<file path="src/rtl/beta_pipe_ctrl.sv">
// Hazard/exception sequencer for the 5-stage Beta pipeline: per-latch IR
// source selects, next-PC select, stall/freeze enables and a stall counter.
module beta_pipe_ctrl #(
  parameter int FLUSH_CYCLES = 3,
  parameter int SYNC_STAGES  = 2,
  parameter int CNT_W        = 16
) (
  input  logic             clk,
  input  logic             reset_n,
  input  logic [31:0]      rf_ir,
  input  logic             rf_pc31,
  input  logic [31:0]      alu_ir,
  input  logic             rf_illop,
  input  logic             rf_branch,
  input  logic             mem_busy,
  input  logic             irq,
  output logic             pc_stall,
  output logic             rf_stall,
  output logic             freeze,
  output logic [1:0]       rf_irsrc,
  output logic [1:0]       alu_irsrc,
  output logic [1:0]       mem_irsrc,
  output logic [2:0]       pcsel,
  output logic [CNT_W-1:0] stall_cnt,
  output logic [1:0]       state
);

  localparam int FW = (FLUSH_CYCLES < 1) ? 1 : $clog2(FLUSH_CYCLES + 1);

  localparam logic [1:0] IR_PASS = 2'd0;
  localparam logic [1:0] IR_BNE  = 2'd1;
  localparam logic [1:0] IR_NOP  = 2'd2;

  localparam logic [2:0] PC_INC   = 3'd0;
  localparam logic [2:0] PC_BR    = 3'd1;
  localparam logic [2:0] PC_ILLOP = 3'd2;
  localparam logic [2:0] PC_XADR  = 3'd3;
  localparam logic [2:0] PC_RESET = 3'd4;

  localparam logic [5:0] OP_LD  = 6'b011000;
  localparam logic [5:0] OP_ST  = 6'b011001;
  localparam logic [5:0] OP_LDR = 6'b011111;

  typedef enum logic [1:0] {
    S_FLUSH   = 2'd0,
    S_RUN     = 2'd1,
    S_LDSTALL = 2'd2,
    S_FREEZE  = 2'd3
  } state_t;

  state_t                 st, st_nxt;
  logic [FW-1:0]          flush_cnt;
  logic [SYNC_STAGES-1:0] irq_sync;
  logic                   irq_s;
  logic                   pending;
  logic                   take;
  logic                   ld_use;
  logic [4:0]             alu_rc;
  logic                   rd_ra, rd_rb, rd_rc;

  assign irq_s  = irq_sync[SYNC_STAGES-1];
  assign alu_rc = alu_ir[25:21];
  assign rd_ra  = (rf_ir[31:26] != OP_LDR)   && (rf_ir[20:16] == alu_rc);
  assign rd_rb  = (rf_ir[31:30] == 2'b10)    && (rf_ir[15:11] == alu_rc);
  assign rd_rc  = (rf_ir[31:26] == OP_ST)    && (rf_ir[25:21] == alu_rc);
  // R31 reads as zero, so a load targeting it never creates a hazard.
  assign ld_use = (alu_ir[31:26] == OP_LD) && (alu_rc != 5'd31) &&
                  (rd_ra || rd_rb || rd_rc);
  assign state  = st;

  always_comb begin
    pc_stall  = 1'b0;
    rf_stall  = 1'b0;
    freeze    = 1'b0;
    rf_irsrc  = IR_PASS;
    alu_irsrc = IR_PASS;
    mem_irsrc = IR_PASS;
    pcsel     = PC_INC;
    take      = 1'b0;
    st_nxt    = st;
    case (st)
      S_FLUSH: begin
        rf_irsrc  = IR_NOP;
        alu_irsrc = IR_NOP;
        mem_irsrc = IR_NOP;
        pcsel     = (flush_cnt == FW'(FLUSH_CYCLES)) ? PC_RESET : PC_INC;
        if (flush_cnt <= FW'(1)) st_nxt = S_RUN;
      end
      default: begin
        // LDSTALL is the cycle right after the bubble: same RF instruction is
        // re-decoded, but no second stall and no interrupt entry.
        st_nxt = S_RUN;
        if (mem_busy) begin
          freeze = 1'b1;
          st_nxt = S_FREEZE;
        end else if (ld_use && st != S_LDSTALL) begin
          pc_stall  = 1'b1;
          rf_stall  = 1'b1;
          alu_irsrc = IR_NOP;
          st_nxt    = S_LDSTALL;
        end else if (rf_illop) begin
          alu_irsrc = IR_BNE;
          rf_irsrc  = IR_NOP;
          pcsel     = PC_ILLOP;
        end else if (pending && !rf_pc31 && st != S_LDSTALL) begin
          alu_irsrc = IR_BNE;
          rf_irsrc  = IR_NOP;
          pcsel     = PC_XADR;
          take      = 1'b1;
        end else if (rf_branch) begin
          rf_irsrc = IR_NOP;
          pcsel    = PC_BR;
        end
      end
    endcase
  end

  always_ff @(posedge clk or negedge reset_n) begin
    if (!reset_n) begin
      st        <= S_FLUSH;
      flush_cnt <= FW'(FLUSH_CYCLES);
      irq_sync  <= '0;
      pending   <= 1'b0;
      stall_cnt <= '0;
    end else begin
      st       <= st_nxt;
      irq_sync <= {irq_sync[SYNC_STAGES-2:0], irq};
      if (st == S_FLUSH && flush_cnt != '0) flush_cnt <= flush_cnt - FW'(1);
      // Taking the trap clears pending; a still-high irq re-arms it next cycle.
      if (take)                         pending <= 1'b0;
      else if (irq_s && st != S_FLUSH)  pending <= 1'b1;
      if ((pc_stall || freeze) && stall_cnt != {CNT_W{1'b1}})
        stall_cnt <= stall_cnt + CNT_W'(1);
    end
  end

endmodule
</file>
<file path="config.mk">
export PLATFORM = sky130hd
export DESIGN_NAME = beta_pipe_ctrl
export DESIGN_NICKNAME = d
export VERILOG_FILES = /design/src/rtl/beta_pipe_ctrl.sv
export SDC_FILE = /design/constraint.sdc
export NUM_CORES = 1
export LEC_CHECK = 0
export ABC_AREA = 1
export CORE_MARGIN = 1
export CORE_UTILIZATION = 34
export CTS_CLUSTER_DIAMETER = 40
export DETAILED_ROUTE_END_ITERATION = 8
export GPL_TIMING_DRIVEN = 1
export HOLD_SLACK_MARGIN = 0.05
export PLACE_DENSITY = 0.76
export SLEW_MARGIN = 20
export SYNTH_ARGS = -nofsm -noshare
export SYNTH_HDL_FRONTEND = slang
export SYNTH_SLANG_ARGS = --single-unit
</file>
<file path="constraint.sdc">
create_clock -name clk -period 1.5 [get_ports clk]
set_input_delay 0.3 -clock clk [delete_from_list [all_inputs] [get_ports clk]]
set_output_delay 0.3 -clock clk [all_outputs]
set_load 0.02 [all_outputs]
</file>
# After elaboration in Yosys (flattened, before gate mapping)

Cells that the tools add are included.

Memories kept: 0
Memory bits (read-only): 0
Output and inout bits: 30
Bits in latches: 0
Flip-flop bits (word level): 23
Memory bits (writable): 0
Logic and storage cells: 74
Input bits: 71

Magnitude comparators: 1
Bitwise logic cells: 0
Eq/ne operators: 12
Shift operators: 0
Reduce and logical (&&, ||, !) cells: 19
Divide/modulo/power cells: 0
Muxes and demuxes: 35
$add $sub $neg: 2
Multipliers: 0

Operators by type and width:

| cell                                                            | number |
|---|---|
| 2-to-1 mux 2 bit                                                | 18 |
| adder 16 x 1 -> 16 bit (second input constant)                  | 1 |
| != test 16 bit (second input constant)                          | 1 |
| == test 5 bit                                                   | 3 |
| 2-to-1 mux 1 bit                                                | 15 |
| == test 6 x 5 -> 1 bit (second input constant)                  | 2 |
| logical AND 1 bit                                               | 11 |
| 2-to-1 mux 3 bit                                                | 2 |
| != test 6 x 5 -> 1 bit (second input constant)                  | 1 |
| nonzero test 2 bit                                              | 3 |
| != test 5 bit (second input constant)                           | 1 |
| == test 2 bit (second input constant)                           | 2 |
| != test 2 bit (second input constant)                           | 2 |
| logical OR 1 bit                                                | 3 |
| less-or-equal comparator 2 x 1 -> 1 bit (second input constant) | 1 |
| logical NOT 2 bit                                               | 1 |
| subtractor 2 x 1 -> 2 bit (second input constant)               | 1 |
| logical NOT 1 bit                                               | 1 |

# Depth between registers and ports, before layout

Gate-level depths: netlist (run 1).

Depth after elaboration: 11
Depth in mapped cells: 13
Depth with buffers taken out: 12

# Worst setup path before layout (run 1)

Ideal clock, no wire load.

Path kind: flip-flop to output port
Start: reg st[1], in the netlist state[1]
End: out pcsel[2]
Path buffers: 1
Required time: 1.200 ns
Slack: -0.514 ns
Data arrival time: 1.714 ns
Cell stages (with the launch flop): 5
Cells stage by stage: dfrtp_1 nor2_1 inv_2 clkbuf_1 nor2_1

Word-level cells in the longest chain between the ends: 2

RTL lines:

| item                   | line | RTL |
|---|---|---|
| from (decl)            | 51   | `state_t st, st_nxt;` |
| from (signal assigned) | 126  | `st <= st_nxt;` |
| logical NOT 2 bit      | 81   | `case (st)` |
| 2-to-1 mux 3 bit       | 81   |  |
| to (decl)              | 23   | `output logic [2:0] pcsel,` |

No other way between the ends.

# Worst setup path after layout (run 1)

Start: reg st[1], in the netlist state[1]
End: out rf_irsrc[1]

Word-level cells in the longest chain between the ends: 7
Elaborated cells on any way between the ends: 9
Those cells by class: eq/ne (1); mux (5); reduce/logical (3)

RTL lines:

| item                 | line    | RTL |
|---|---|---|
| != test 2 bit        | 96, 105 |  |
| logical AND 1 bit    | 105     | `end else if (pending && !rf_pc31 && st != S_LDSTALL) begin` |
| 2-to-1 mux 2 bit     | 105     |  |
| 2-to-1 mux 2 bit     | 101     | `end else if (rf_illop) begin` |
| 2-to-1 mux 2 bit     | 96      | `end else if (ld_use && st != S_LDSTALL) begin` |
| 2-to-1 mux 2 bit     | 93      | `if (mem_busy) begin` |
| 2-to-1 mux 2 bit (*) | 81      |  |
| to (decl)            | 20      | `output logic [1:0] rf_irsrc,` |

Mark *: on every way between the ends. The rest lies on a longest branch, timed or not.

==> results of run 1 <==
## worst max-delay path, cell delays in order (launching register included)
cell     delay, ns
dfrtp_2       0.42
nand2_2       0.07
nand4_1       0.10
a31oi_2       0.24
nand2_2       0.10
nand2_4       0.08
nand2_1       0.07
inv_2         0.06
nor2_2        0.04
buf_6         0.13
## power by group
part / total, mW / leakage, nW / internal (mW) / switching [mW]
logic: 0.744 / 1.36 / 0.369 / 0.375
registers: 0.773 / 0.286 / 0.683 / 0.0901
clock network: 0.384 / 0.0228 / 0.189 / 0.194
## state kept, by name, summed over array words and instances, names as in the netlist
name and cells:
stall_cnt 16, flush_cnt 2, irq_sync 2, state 2, pending 1
## repair_timing
action | 4_1_cts | 5_1_grt
setup endpoints to repair | 47 | 30
cloned | 2 | 1
gates resized for setup | 165 | 22
pin swaps | 33 | 14
buffers inserted | 11 | 9
## cell families (layout without fill, tap and decap cells)
logic type      Yosys count  count (layout)  share of synthesized area [%]
flops                    23              23                           33.4
compound gates            7               7                           2.17
fa+ha+maj                 4               4                           2.89
other cells               1               2                          0.217
simple gates            158             159                           41.7
xor+xnor                 19              19                           9.62
buf+inv                  40             158                           9.98
## cell usage in the layout, fill, tap and decap left out, types with 6 or more instances in the layout
master,Yosys,routed
nand2_1,80,72
buf_4,3,40
dlygate4sd2_1,0,39
inv_1,25,22
nor2_1,31,22
nand4_1,18,18
buf_6,1,17
dfrtp_1,21,16
xnor2_1,11,11
nand3_1,14,11
nand2_2,2,9
nor2_4,1,8
xor2_1,8,8
inv_2,6,7
clkdlybuf4s50_1,0,6
## final cells by class
type,count,area (um2)
inverter,31,121
multi-input combinational,191,1190
sequential,23,584
clock buffer,4,45.0
fill,405,1630
timing repair buffer,123,1160
tap,67,83.8
## path summary, 6_finish.rpt
check	startpoint	end	slack, ns	cells past startpoint
min in group asynchronous	reset_n	stall_cnt[5]	0.38	2
max in group asynchronous	reset_n	flush_cnt[1]	0.81	2
min	irq_sync[0]	irq_sync[1]	0.35	0
max reg2reg	state[1]	stall_cnt[8]	-0.24	10
min reg2reg	irq_sync[0]	irq_sync[1]	0.35	0
max	state[1]	rf_irsrc[1]	-0.37	9
## layer usage
layer / up-vias / share of wire [%] / track usage (%)
met5: - / 0 / 0
met4: 0 / 1.8 / 4.27
met3: 12 / 4.7 / 2.74
met2: 83 / 52 / 39.2
met1: 994 / 41 / 28.1
li1: 1041 / - / -
## through the flow
stage	setup WS [ns]	power (mW)	instances	hold WS [ns]	instance area, um2
2_1_floorplan	-0.128	1.10	253	0.00441	1830
3_3_place_gp	-1.12	1.47	415	0.332	2790
3_5_place_dp	-1.15	1.49	415	0.336	2790
4_1_cts	-0.362	1.88	432	0.354	3080
5_1_grt	-0.459	2.01	439	0.364	3190
6_report	-0.374	1.90	439	0.350	3190
==> results.py, run 1 <==
metrics = {
    "outcome": {
        "violations": "setup timing",
        "status": "finished with violations",
    },
    "power_and_ir_drop": {
        "p_per_area_mw_per_mm2": 596,
        "p_leak_nw": 1.67,
        "ir_drop_uv": 437,
    },
    "global_routing": {
        "grt_pass1_vias": 1898,
        "antenna_found_initial": 0,
        "grt_use_total_pct": 21.8,
        "grt_pass1_wl_um": 9040,
        "gr-total-overflow": 0,
        "grt_max_degree": 24,
    },
    "die": {
        "design.core.area_mm2": 0.00482,
        "die_x_um": 73.3,
        "ios": 101,
        "fp-row-count": 25,
        "dieHeight_um": 73.3,
        "die_area_mm2": 0.00538,
        "start_util_pct": 35.9,
    },
    "setup_path": {
        "critical_path_class": "flip-flop to output port",
        "arrival_ns": 1.57,
        "crit_required_ns": 1.20,
        "end_kind": "output port",
        "start_kind": "flip-flop",
        "cp_max_fo": 2,
    },
    "synth": {
        "syn_inst": 252,
        "synth_top_area_share_pct": 30.4,
        "yosysWarnings": 0,
        "synth_most_common_cell": "nand2_1",
        "ys.flop_type": "dfrtp_1",
        "syn_avg_cell_area_um2": 6.87,
        "synth_area_mm2": 0.00173,
        "async_reset_ff_share_pct": 100,
        "synth.distinct_cells": 29,
        "synthTopCellsByArea": "dfrtp_1 30%, nand2_1 17%, nor2_1 6.7%",
        "ys_ff_latch": 23,
        "synthTopCellsByCount": "80 x nand2_1, 31 x nor2_1, 25 x inv_1, 21 x dfrtp_1, 18 x nand4_1",
        "synth_seq_area_share_pct": 33.4,
        "synth_edf_count": 0,
        "synth_top_area_cell": "dfrtp_1",
    },
    "timing": {
        "timing.fmax_mhz": 534,
        "finalSetupTns_ns": -6.14,
        "fin_skew_ns": 0.0149,
        "fin_ws_ns": -0.374,
        "rsz0062_at_grt": "yes",
        "setup_viol": 29,
        "period_share_pct": 125,
        "layout_min_cycle_time_ns": 1.87,
        "slew_viol_final": 0,
        "hold_viol_final": 0,
    },
    "place": {
        "portBuffers": 66,
        "place_congestion": 0.858,
        "hpwlAfterDp_um": 3840,
    },
    "run": {
        "cap_violations": 0,
    },
    "cts": {
        "clk-insertion-delay-late_ns": 0.27,
        "cts_tree": "built",
        "clock_path_buffers": 2,
        "clockRootBuffer": "clkbuf_8",
        "cts.clk_slew.worst_paths_ns": 0.09,
        "cts.sinks": 23,
        "cts_buffers": 3,
        "cts_max_level": 1,
        "holdBufCountCts": 0,
    },
    "route": {
        "num_vias": 2130,
        "vias_per_cell": 4.85,
        "drt-initial-drc-count": 221,
        "drtPass1Iterations": 6,
        "drc": 0,
        "ant_nets": 0,
        "wl_per_cell_um": 13.6,
        "drt_wl_total_um": 5960,
    },
    "layout": {
        "nNetsFinal": 448,
        "utilization_pct": 66.2,
        "syn_to_final_growth_pct": 84.2,
        "final_layout_size_suffix_gt1_share_pct": 36.0,
        "antenna_cells": 0,
    },
    "min_path": {
        "holdCritPathClass": "flip-flop to flip-flop",
    },
}
No activity file was read; power rests on OpenSTA's default activity.
==> run 2: changes to the inputs <==
--- a/config.mk
+++ b/config.mk
@@ -6,7 +6,6 @@
 export NUM_CORES = 1
 export LEC_CHECK = 0
 export ABC_AREA = 1
-export CORE_MARGIN = 1
 export CORE_UTILIZATION = 34
 export CTS_CLUSTER_DIAMETER = 40
 export DETAILED_ROUTE_END_ITERATION = 8
==> results of run 2 <==
Same layout as run 1: the final DEF is identical, and so are final timing and power.
